File: src/rtl/cpu_pkg.sv
// Shared CPU datapath constants and the operand fetch/writeback controller state encoding.
package cpu_pkg;

  localparam int DATA_WIDTH = 16;
  localparam int ADDR_WIDTH = 4;
  localparam int OP_WIDTH   = 4;

  // IDLE..WAIT_RES keep their original 2-bit codes; WRITEBACK needs the third bit.
  typedef enum logic [2:0] {
    IDLE      = 3'd0,
    FETCH     = 3'd1,
    ISSUE     = 3'd2,
    WAIT_RES  = 3'd3,
    WRITEBACK = 3'd4
  } ofw_state_e;

endpackage

File: src/rtl/operand_fetch_writeback.sv
// Register-bank initiator: fetches two operands, hands them to execute, writes the result back.
// One instruction in flight at a time, so the bank never needs forwarding.
module operand_fetch_writeback
  import cpu_pkg::*;
#(
  parameter int DATA_WIDTH = cpu_pkg::DATA_WIDTH,
  parameter int ADDR_WIDTH = cpu_pkg::ADDR_WIDTH,
  parameter int OP_WIDTH   = cpu_pkg::OP_WIDTH
) (
  input  logic                  clk,
  input  logic                  reset,
  input  logic                  instr_valid,
  output logic                  instr_ready,
  input  logic [OP_WIDTH-1:0]   instr_op,
  input  logic [ADDR_WIDTH-1:0] instr_rs1,
  input  logic [ADDR_WIDTH-1:0] instr_rs2,
  input  logic [ADDR_WIDTH-1:0] instr_rd,
  input  logic                  instr_wb,
  output logic [ADDR_WIDTH-1:0] rf_address_a,
  output logic [ADDR_WIDTH-1:0] rf_address_b,
  input  logic [DATA_WIDTH-1:0] rf_data_a,
  input  logic [DATA_WIDTH-1:0] rf_data_b,
  output logic                  rf_write_enable,
  output logic [ADDR_WIDTH-1:0] rf_address_w,
  output logic [DATA_WIDTH-1:0] rf_data_w,
  output logic                  exe_valid,
  input  logic                  exe_ready,
  output logic [OP_WIDTH-1:0]   exe_op,
  output logic [DATA_WIDTH-1:0] exe_operand_a,
  output logic [DATA_WIDTH-1:0] exe_operand_b,
  input  logic                  res_valid,
  output logic                  res_ready,
  input  logic [DATA_WIDTH-1:0] res_data,
  output logic [15:0]           retire_count
);

  ofw_state_e state_q, state_d;

  logic [OP_WIDTH-1:0]   op_q;
  logic [ADDR_WIDTH-1:0] rs1_q, rs2_q, rd_q, wa_q;
  logic                  wb_q;
  logic [DATA_WIDTH-1:0] opa_q, opb_q, wd_q;
  logic [15:0]           retire_count_q;
  logic                  accept, fetch_done, res_take, retire;

  always_ff @(posedge clk or posedge reset) begin
    if (reset) state_q <= IDLE;
    else       state_q <= state_d;
  end

  always_comb begin
    state_d = state_q;
    case (state_q)
      IDLE:      if (instr_valid) state_d = FETCH;
      FETCH:     state_d = ISSUE;
      ISSUE:     if (exe_ready) state_d = WAIT_RES;
      WAIT_RES:  if (res_valid) state_d = wb_q ? WRITEBACK : IDLE;
      WRITEBACK: state_d = IDLE;
      default:   state_d = IDLE;
    endcase
  end

  // Handshake strobes are qualified by state, so stray inputs in other states are ignored.
  assign accept     = (state_q == IDLE) && instr_valid;
  assign fetch_done = (state_q == FETCH);
  assign res_take   = (state_q == WAIT_RES) && res_valid;
  assign retire     = (res_take && !wb_q) || (state_q == WRITEBACK);

  always_ff @(posedge clk or posedge reset) begin
    if (reset) begin
      op_q           <= '0;
      rs1_q          <= '0;
      rs2_q          <= '0;
      rd_q           <= '0;
      wb_q           <= 1'b0;
      opa_q          <= '0;
      opb_q          <= '0;
      wa_q           <= '0;
      wd_q           <= '0;
      retire_count_q <= '0;
    end else begin
      if (accept) begin
        op_q  <= instr_op;
        rs1_q <= instr_rs1;
        rs2_q <= instr_rs2;
        rd_q  <= instr_rd;
        wb_q  <= instr_wb;
      end
      if (fetch_done) begin
        opa_q <= rf_data_a;
        opb_q <= rf_data_b;
      end
      if (res_take) begin
        wd_q <= res_data;
        wa_q <= rd_q;
      end
      if (retire) retire_count_q <= retire_count_q + 16'd1;
    end
  end

  assign instr_ready     = (state_q == IDLE);
  assign exe_valid       = (state_q == ISSUE);
  assign res_ready       = (state_q == WAIT_RES);
  assign rf_write_enable = (state_q == WRITEBACK);

  assign rf_address_a  = rs1_q;
  assign rf_address_b  = rs2_q;
  assign rf_address_w  = wa_q;
  assign rf_data_w     = wd_q;
  assign exe_op        = op_q;
  assign exe_operand_a = opa_q;
  assign exe_operand_b = opb_q;
  assign retire_count  = retire_count_q;

endmodule

File: config.mk
export PLATFORM = sky130hd
export DESIGN_NAME = operand_fetch_writeback
export DESIGN_NICKNAME = d
export VERILOG_FILES = /design/src/rtl/cpu_pkg.sv /design/src/rtl/operand_fetch_writeback.sv
export SDC_FILE = /design/constraint.sdc
export NUM_CORES = 1
export LEC_CHECK = 0
export ABC_CLOCK_PERIOD_IN_PS = 4000
export CAP_MARGIN = 20
export CELL_PAD_IN_SITES_DETAIL_PLACEMENT = 0
export CELL_PAD_IN_SITES_GLOBAL_PLACEMENT = 1
export CORE_MARGIN = 2
export CORE_UTILIZATION = 35
export DETAILED_ROUTE_END_ITERATION = 12
export PLACE_DENSITY_LB_ADDON = 0.1
export SYNTH_ARGS = -nofsm -noshare
export SYNTH_HDL_FRONTEND = slang
export SYNTH_SLANG_ARGS = --single-unit
File: constraint.sdc
create_clock -name clk -period 4 [get_ports clk]
set_input_delay 0.6 -clock clk [delete_from_list [all_inputs] [get_ports clk]]
set_output_delay 0.6 -clock clk [all_outputs]
set_load 0.01 [all_outputs]
Word-level counts from Yosys, hierarchy flattened
Index checks and enable logic that the tools add are counted.
- flip-flop bits (word level): 88
- output and inout port bits: 84
- add/sub/neg operators: 1
- equality and inequality tests: 7
- mux-type cells: 5
- reductions and logical operators: 7
- operators with widths (kind ; number):
    adder 16 x 1 -> 16 bit (second input constant) ; 1
    2-to-1 mux 3 bit ; 4
    one-hot mux 3 bit (4 select lines) ; 1
    == test 3 x 2 -> 1 bit (second input constant) ; 2
    inequality test 2 bit (second input constant) ; 2
    == test 3 x 1 -> 1 bit (second input constant) ; 1
    == test 3 bit (second input constant) ; 1
    logical AND 1 bit ; 3
    zero test 3 bit ; 1
    AND reduction 3 bit ; 1
    inequality test 2 x 1 -> 1 bit (second input constant) ; 1
    zero test 1 bit ; 1
    logical OR 1 bit ; 1

Logic depth before layout (Yosys ltp)
Gate-level depths: netlist of the first run.
- depth in word-level cells: 4
- mapped depth: 6
- gate-level depth less buffers: 4

Least setup slack after synthesis of the first run
OpenSTA, ideal clock, no wires.
- path kind: register -> register
- start: reg state_q[1]
- end: reg op_q[3], in the netlist exe_op[3]
- slack: 2.379 ns
- stages on the path, launching flop included: 7
- required time: 3.875 ns
- data arrival time: 1.496 ns
- path through: dfrtp_1 buf_6 nor3_2 and2_1 buf_6 buf_6 mux2_2
- word-level cells in the longest chain between the ends: 2
- ends and longest elaborated chain (item ; RTL line ; RTL):
    start, declared ; operand_fetch_writeback.sv:37 ; ofw_state_e state_q, state_d;
    start signal, assigned ; operand_fetch_writeback.sv:48 ; else state_q <= state_d;
    zero test 3 bit ; -- ;
    net instr_ready ; operand_fetch_writeback.sv:13 ; output logic instr_ready,
    logical AND 1 bit ; operand_fetch_writeback.sv:64 ; assign accept = (state_q == IDLE) && instr_valid;
    end signal, assigned ; operand_fetch_writeback.sv:83 ; op_q <= instr_op;
    end, declared ; operand_fetch_writeback.sv:39 ; logic [OP_WIDTH-1:0] op_q;
The timed path passes the listed nets, and every way through them passes these cells.
A chain may end at the register's enable or synchronous reset.

Worst setup path after layout of the first run
- start: reg state_q[2]
- end: out rf_write_enable
- word-level cells in the longest chain between the ends: 1
- ends and longest elaborated chain (item ; RTL line ; RTL):
    == test 3 bit ; operand_fetch_writeback.sv:104 ; assign rf_write_enable = (state_q == WRITEBACK);
    end, declared ; operand_fetch_writeback.sv:23 ; output logic rf_write_enable,
No other way between the ends.

==> impl_results.md, run 1 <==
- Initial antenna violation count: 0
- Minimum clock period: 2440 ps
- Distinct cells, synth: 30
- Final setup viols: 0
- CP required: between 3000 and 4000 ps
- CP arrival: 1840 ps
- Crit path kind: reg -> out
- Worst-Skew Late Latency: 340 ps
- Overall power: around 3800 uW
- Clk slew on worst S/H paths: 90 ps
- # hold bufs at CTS: 0
- Port Buf Inserts: between 150 and 200
- F_max: 409.9 MHz
- DR vias: 2563
- Drt drc: 0
- RSZ-0062 raised after global routing: false
- Post-route antenna net violation count: 0
- Max-cap violation count: 0
- Max transition margin: around half
- Post-synth EDFFs: 0
- Top Ports: 154
- Area Overhead vs Synth: 51.34%
- Num CTS Buffers: 9
- First-pass GRT wire length: 13.05 mm
- Rows: 36
- Combinational power share: 43.5%
- Router iterations before antenna repair: 4
- Final layout net count: 500
- Seq/Total Area, Yosys: 61.47%
- Synth Register Bits: 88
- Estimated wirelength of the detail-placed design: 5.646 mm
- Syn Area/Cell: 13.03 um^2
- Final WL: a little over 8 mm
- CTS H-tree depth: 3
- Internal power component: 2585 uW
- Layout Skew: 11.69 ps
- Max IR drop VDD: 298.4 uV
- CTS tree: done
- Root Driver: clkbuf_8
- Async SR Flop Fraction: 100.0%
- CP startpoint kind: flip-flop
- Largest net degree at the start of global routing: 89
- Top_reg_cell synth: dfrtp_1
- Sw Pwr: 1171 uW
- Status: complete, no violations
- Fillcell total: 849
- Die extent in y: 105.2 um
- Sw Ratio: a little under a third
- Register share of total power: 40.0%
- CTS max path bufs: 2
- Netlist Area Pre-Place: about 3600 um^2
- Worst Path Max Fanout: 9
- DR iter-0 viols: 68
- GPL Wtd Cong: 0.7156
- Core Region: 9864 um^2
- GRT Overall Usage: 14.91%
- Total grt overflow: 0
- Postcts setup bufs: 0
- Tcrit/Tclk final: 60.99%
- Power Dens Cells: 692.8 nW/um^2
- Starting Density: 36.31%
- Worst Hold Class: reg -> reg
- Clk pwr share: between 15 and 20%
- Slew Limit Fails: 0
- Die W: about 110 um
- TNS Setup: 0 ps
- Setup crit end kind: output pin
- Leak Pwr: 0.002375 uW
- Post-Syn Instances: 275
- Syn_nets: 346
- Number of synthesis warnings: 0
- Layout cells sized above 1: 17.51%
- Sink Count: 88
- Via density: 4.520
- Final Hold Viols: 0
- Post-CTS resize count: 0
- Worst slew pin tran: 748.1 ps
- Diode count: 0
- Die area: roughly 11000 um^2
- Vias in the first global route: 2504
- Wire per inst: 14.23 um
-- critical path, stage by stage (launching register included) --
cell             delay [ps]
dfrtp_1                 550
nor3b_4                 330
clkdlybuf4s50_1         630
-- metal layers --
layer | vias to the layer above | GRT usage, % | routed length (um)
li1 | 1224 | - | -
met1 | 1230 | 20.22 | 3718
met2 | 98 | 22.54 | 3681
met3 | 11 | 4.803 | 551
met4 | 0 | 5.048 | 118
met5 | - | 0 | 0
-- sequential cells by signal (all words and copies together) (netlist names), 3 cells and up --
name,cells
exe_operand_a,16
exe_operand_b,16
retire_count,16
rf_data_w,16
exe_op,4
rd_q,4
rf_address_a,4
rf_address_b,4
rf_address_w,4
state_q,3
-- power groups by stage --
| stage | sequential [uW] | combinational (uW) | clock [uW] |
|---|---|---|---|
| after global placement | 1510 | 1650 | 0 |
| after floorplan | 1640 | 647 | 0 |
| final | 1500 | 1630 | 622 |
| after CTS | 1510 | 1670 | 642 |
| after global routing | 1560 | 1760 | 683 |
| after detailed placement | 1520 | 1660 | 0 |
-- cell families (layout without fill, tap and decap cells) --
kind of cell	count (synthesis)	in the layout	share of synthesized area [%]
adders and majority gates	1	1	0.3492
DFF	88	88	61.47
AOI/OAI and AO/OA	3	3	1.118
xor gates and xnor gates	15	15	3.667
muxes	51	51	16.00
buffers and inverters	16	175	3.109
and+or+nand+nor	101	101	14.29
-- per-stage QoR --
step	setup slack [ps]	instances	hold WS (ps)	instance area, um^2	utilization, %
after floorplan	1121	275	434.8	3582	-
after global placement	1650	551	454.0	5223	52.94
after detailed placement	1606	551	461.6	5223	52.94
after CTS	1536	567	482.9	5421	54.96
after global routing	1423	567	506.4	5421	54.96
final	1560	567	474.9	5421	54.96
-- layout by cell type (no fill, tap or decap), types with 2 or more instances in the layout --
cell	instances
nand3_1	5
nor2_1	6
inv_1	2
clkbuf_1	2
clkbuf_8	10
nor3b_4	2
nand4_1	6
mux2_2	50
and2_1	4
nor3_1	3
clkinvlp_4	2
nand2_1	65
clkdlybuf4s50_1	153
xor2_1	5
buf_4	2
and3_1	3
dfrtp_1	88
xnor2_1	10
-- synthesized netlist by cell type, types with 2 or more instances --
library cell	n	area [um^2]
dfrtp_1	88	2202
nand2_1	65	244.0
mux2_2	50	563.0
xnor2_1	10	87.58
nand4_1	6	37.54
nor2_1	6	22.52
buf_4	5	37.54
nand3_1	5	25.02
xor2_1	5	43.79
and2_1	4	25.02
buf_6	4	45.04
and3_1	3	18.77
inv_1	3	11.26
nor3_1	3	15.01
buf_2	2	10.01
clkbuf_1	2	7.510
-- cell type report --
class                           instances  area [um^2]  share of cell area (%)
Multi-Input combinational cell        171         1275                   23.52
Inverter                                3        12.51                  0.2308
Sequential cell                        88         2202                   40.62
Clock inverter                          4        53.80                  0.9924
Tap cell                              133        166.4                   3.069
Clock buffer                           12        145.1                   2.677
Timing Repair Buffer                  156         1567                   28.89
-- path summary, 6_finish.rpt --
path	slack [ps]	cells after the start	startpoint	endpoint
max	1560	2	state_q[2]	rf_write_enable
min	470	2	rd_q[0]	rf_address_w[0]
max reg2reg	2060	3	state_q[1]	exe_op[2]
min reg2reg	470	2	rd_q[0]	rf_address_w[0]
max in group asynchronous	2900	3	reset	exe_operand_b[3]
min in group asynchronous	660	3	reset	retire_count[8]
Note: power is estimated with default switching activity, not from simulation.
==> run 2, diff against run 1 <==
--- a/config.mk
+++ b/config.mk
@@ -5,12 +5,12 @@
 export SDC_FILE = /design/constraint.sdc
 export NUM_CORES = 1
 export LEC_CHECK = 0
-export ABC_CLOCK_PERIOD_IN_PS = 4000
+export ABC_CLOCK_PERIOD_IN_PS = 2100
 export CAP_MARGIN = 20
 export CELL_PAD_IN_SITES_DETAIL_PLACEMENT = 0
 export CELL_PAD_IN_SITES_GLOBAL_PLACEMENT = 1
 export CORE_MARGIN = 2
-export CORE_UTILIZATION = 35
+export CORE_UTILIZATION = 29
 export DETAILED_ROUTE_END_ITERATION = 12
 export PLACE_DENSITY_LB_ADDON = 0.1
 export SYNTH_ARGS = -nofsm -noshare
==> constraint.sdc (replaced) <==
create_clock -name clk -period 2.1 [get_ports clk]
set_input_delay 0.315 -clock clk [delete_from_list [all_inputs] [get_ports clk]]
set_output_delay 0.315 -clock clk [all_outputs]
set_load 0.01 [all_outputs]
==> run 2 against run 1 <==
Net effect:
- clock power grew 140%
- sequential share of layout area down 0.88 points
- non-clock buffer count rose by 4
- worst hold slack got worse by 30 ps
- first-iteration DRC count grew 82%
- worst setup slack worse by 1400 ps
- clock-buffer cell count unchanged
- power is 100% higher
- critical endpoint is now instr_ready
- core utilization down 8.8 points
- cell count grew 2.6%
- register-to-register slack worse by 1600 ps
==> impl_results.md, run 2 (synthesis gave the netlist of run 1 again) <==
- Overall power: 7494 uW (was 3756 uW)
- Post-route antenna net violation count: 0 (unchanged)
- Die area: 13260 um^2 (was 11060 um^2)
- Multi-input gate area: 1275 um^2 (unchanged)
- Drt drc: 0 (unchanged)
- Sink Count: 88 (unchanged)
- First-pass GRT wire length: 13.52 mm (was 13.05 mm)
- Final WL: 8.613 mm (was 8.070 mm)
- Crit path kind: reg -> out (unchanged)
- Most frequent cells in the layout: 153 x clkdlybuf4s50_1, 85 x dfrtp_1, 65 x nand2_1 (was 153 x clkdlybuf4s50_1, 88 x dfrtp_1, 65 x nand2_1)
- Minimum clock period: 1964 ps
- Core Region: 12010 um^2 (was 9864 um^2)
- # hold bufs at CTS: 0 (unchanged)
- Leading cell type in the layout, fill and taps excluded: clkdlybuf4s50_1 (unchanged)
- Tcrit/Tclk final: 93.54%
- Crit path setup slack, layout: 135.6 ps (was 1560 ps)
- Final setup viols: 0 (unchanged)
- Total grt overflow: 0 (unchanged)
- Register area: 2206 um^2 (was 2202 um^2)
- Port Buf Inserts: 153 (unchanged)
- Initial antenna violation count: 0 (unchanged)
- Final layout net count: 504 (was 500)
- Rows: 40 (was 36)
- GRT Overall Usage: 13.50% (was 14.91%)
- Leak Pwr: 0.002429 uW (was 0.002375 uW)
- Setup crit end kind: output pin (unchanged)
- Wire per inst: 14.80 um (was 14.23 um)
- Router iterations before antenna repair: 3 (was 4)
- Largest net degree at the start of global routing: 89 (unchanged)
- Via density: 4.448 (was 4.520)
- DR iter-0 viols: 124 (was 68)
- Crit-path cells: nor3_2, clkdlybuf4s50_1 (was nor3b_4, clkdlybuf4s50_1)
- CP required: 1780 ps (was 3400 ps)
- Clk pwr share: 19.6% (was 16.6%)
- Placed inst area: 5278 um^2 (was 5223 um^2)
- CP startpoint kind: flip-flop (unchanged)
- Post-Layout Cell Count: 582 (was 567)
- CTS tree: done (unchanged)
- Max IR drop VDD: 731.5 uV (was 298.4 uV)
- Die W: 115.1 um (was 105.2 um)
- Worst slew pin tran: 497.1 ps (was 748.1 ps)
- TNS Setup: 0 ps (unchanged)
- F_max: roughly 500 MHz
- GPL Wtd Cong: 0.7157 (was 0.7156)
- Worst Hold Class: in -> async (was reg -> reg)
- RSZ-0062 raised after global routing: false (unchanged)
- Clk slew on worst S/H paths: 60 ps (was 90 ps)
- Die extent in y: 115.1 um (was 105.2 um)
- Layout Skew: 3.202 ps (was 11.69 ps)
- Max-cap violation count: 0 (unchanged)
- Combinational power share: 42.1% (was 43.5%)
- CTS max path bufs: 2 (unchanged)
- Status: complete, no violations (unchanged)
- Top Ports: 154 (unchanged)
- Sw Pwr: 2264 uW (was 1171 uW)
- Post-route cell area: 5550 um^2 (was 5421 um^2)
- Slowest cell delay on critical path: 600 ps (was 630 ps)
- Cells after DPL: 568 (was 551)
- Fillcell total: 1140 (was 849)
- Starting Density: 29.82% (was 36.31%)
- Power Dens Cells: 1350 nW/um^2 (was 692.8 nW/um^2)
- Num CTS Buffers: 9 (unchanged)
- Worst Path Max Fanout: 10 (was 9)
- Sw Ratio: 30.21% (was 31.17%)
- Estimated wirelength of the detail-placed design: 5.966 mm (was 5.646 mm)
- Slowest-stage cell, CP: clkdlybuf4s50_1 (unchanged)
- Layout cells sized above 1: 18.62% (was 17.51%)
- Final Hold Viols: 0 (unchanged)
- Register share of total power: 38.3% (was 40.0%)
- Post-Place Worst Slack: 280.1 ps (was 1606 ps)
- Root Driver: clkbuf_16 (was clkbuf_8)
- Internal power component: 5230 uW (was 2585 uW)
- Worst-Skew Late Latency: 340 ps (about the same)
- Max transition margin: 66.86% (was 50.12%)
- CP arrival: 1650 ps (was 1840 ps)
- DR vias: 2589 (was 2563)
- Slew Limit Fails: 0 (unchanged)
- Vias in the first global route: 2598 (was 2504)
- Area Overhead vs Synth: 54.94% (was 51.34%)
- CTS H-tree depth: 3 (unchanged)
- Diode count: 0 (unchanged)
run 2: area by class of cell:
cell class | instances | share of cell area, %
clock buffers | 12 | 4.621
clock inverters | 1 | 0.09017
inverters | 3 | 0.2705
multi-input cells | 171 | 22.97
flip-flops and latches | 88 | 39.74
well taps | 147 | 3.314
repair buffers | 160 | 28.99
run 2: worst paths after layout:
kind	from	to	slack, ps	depth (start not counted)
worst max-delay path	state_q[1]	instr_ready	140	2
worst min-delay path	reset	exe_operand_b[11]	440	3
max in group asynchronous	reset	state_q[2]	1230	3
min in group clk	rd_q[1]	rf_address_w[1]	470	2
worst max register to register	state_q[0]	retire_count[8]	480	6
worst min register to register	rd_q[1]	rf_address_w[1]	470	2
run 2: per-stage QoR:
stage / hold WS (ps) / util [%]
floorplan: 420.4 / -
global placement: 451.2 / 43.94
detailed placement: 460.5 / 43.94
CTS: 468.2 / 46.20
global route: 485.2 / 46.21
finish: 444.9 / 46.21
run 2: worst max-delay path: cells and delay by family (launching register included):
kind                   cells  cell delay [ps]
buffers and inverters      1              600
and+or+nand+nor            1              230
DFF                        1              490
run 2: what timing repair did:
item                                    4_1_cts  5_1_grt
endpoints found under the setup margin        2        1
cloned                                        0        0
gates resized for setup                       2        1
buffers inserted                              1        0
pin swaps                                     1        0
run 2: per-layer routing:
layer | vias up | track usage (%) | share of wire (%)
li1 | 1232 | - | -
met1 | 1262 | 15.78 | 42
met2 | 86 | 21.61 | 48
met3 | 9 | 6.168 | 8.5
met4 | 0 | 5.542 | 1.6
met5 | - | 0 | 0
run 2: power by group through the flow:
stage	Combinational, uW	Clock [uW]	Sequential [uW]
2_1_floorplan	1230	0	3120
3_3_place_gp	3190	0	2870
3_5_place_dp	3220	0	2900
4_1_cts	3230	1530	2880
5_1_grt	3400	1610	2980
6_report	3160	1470	2870
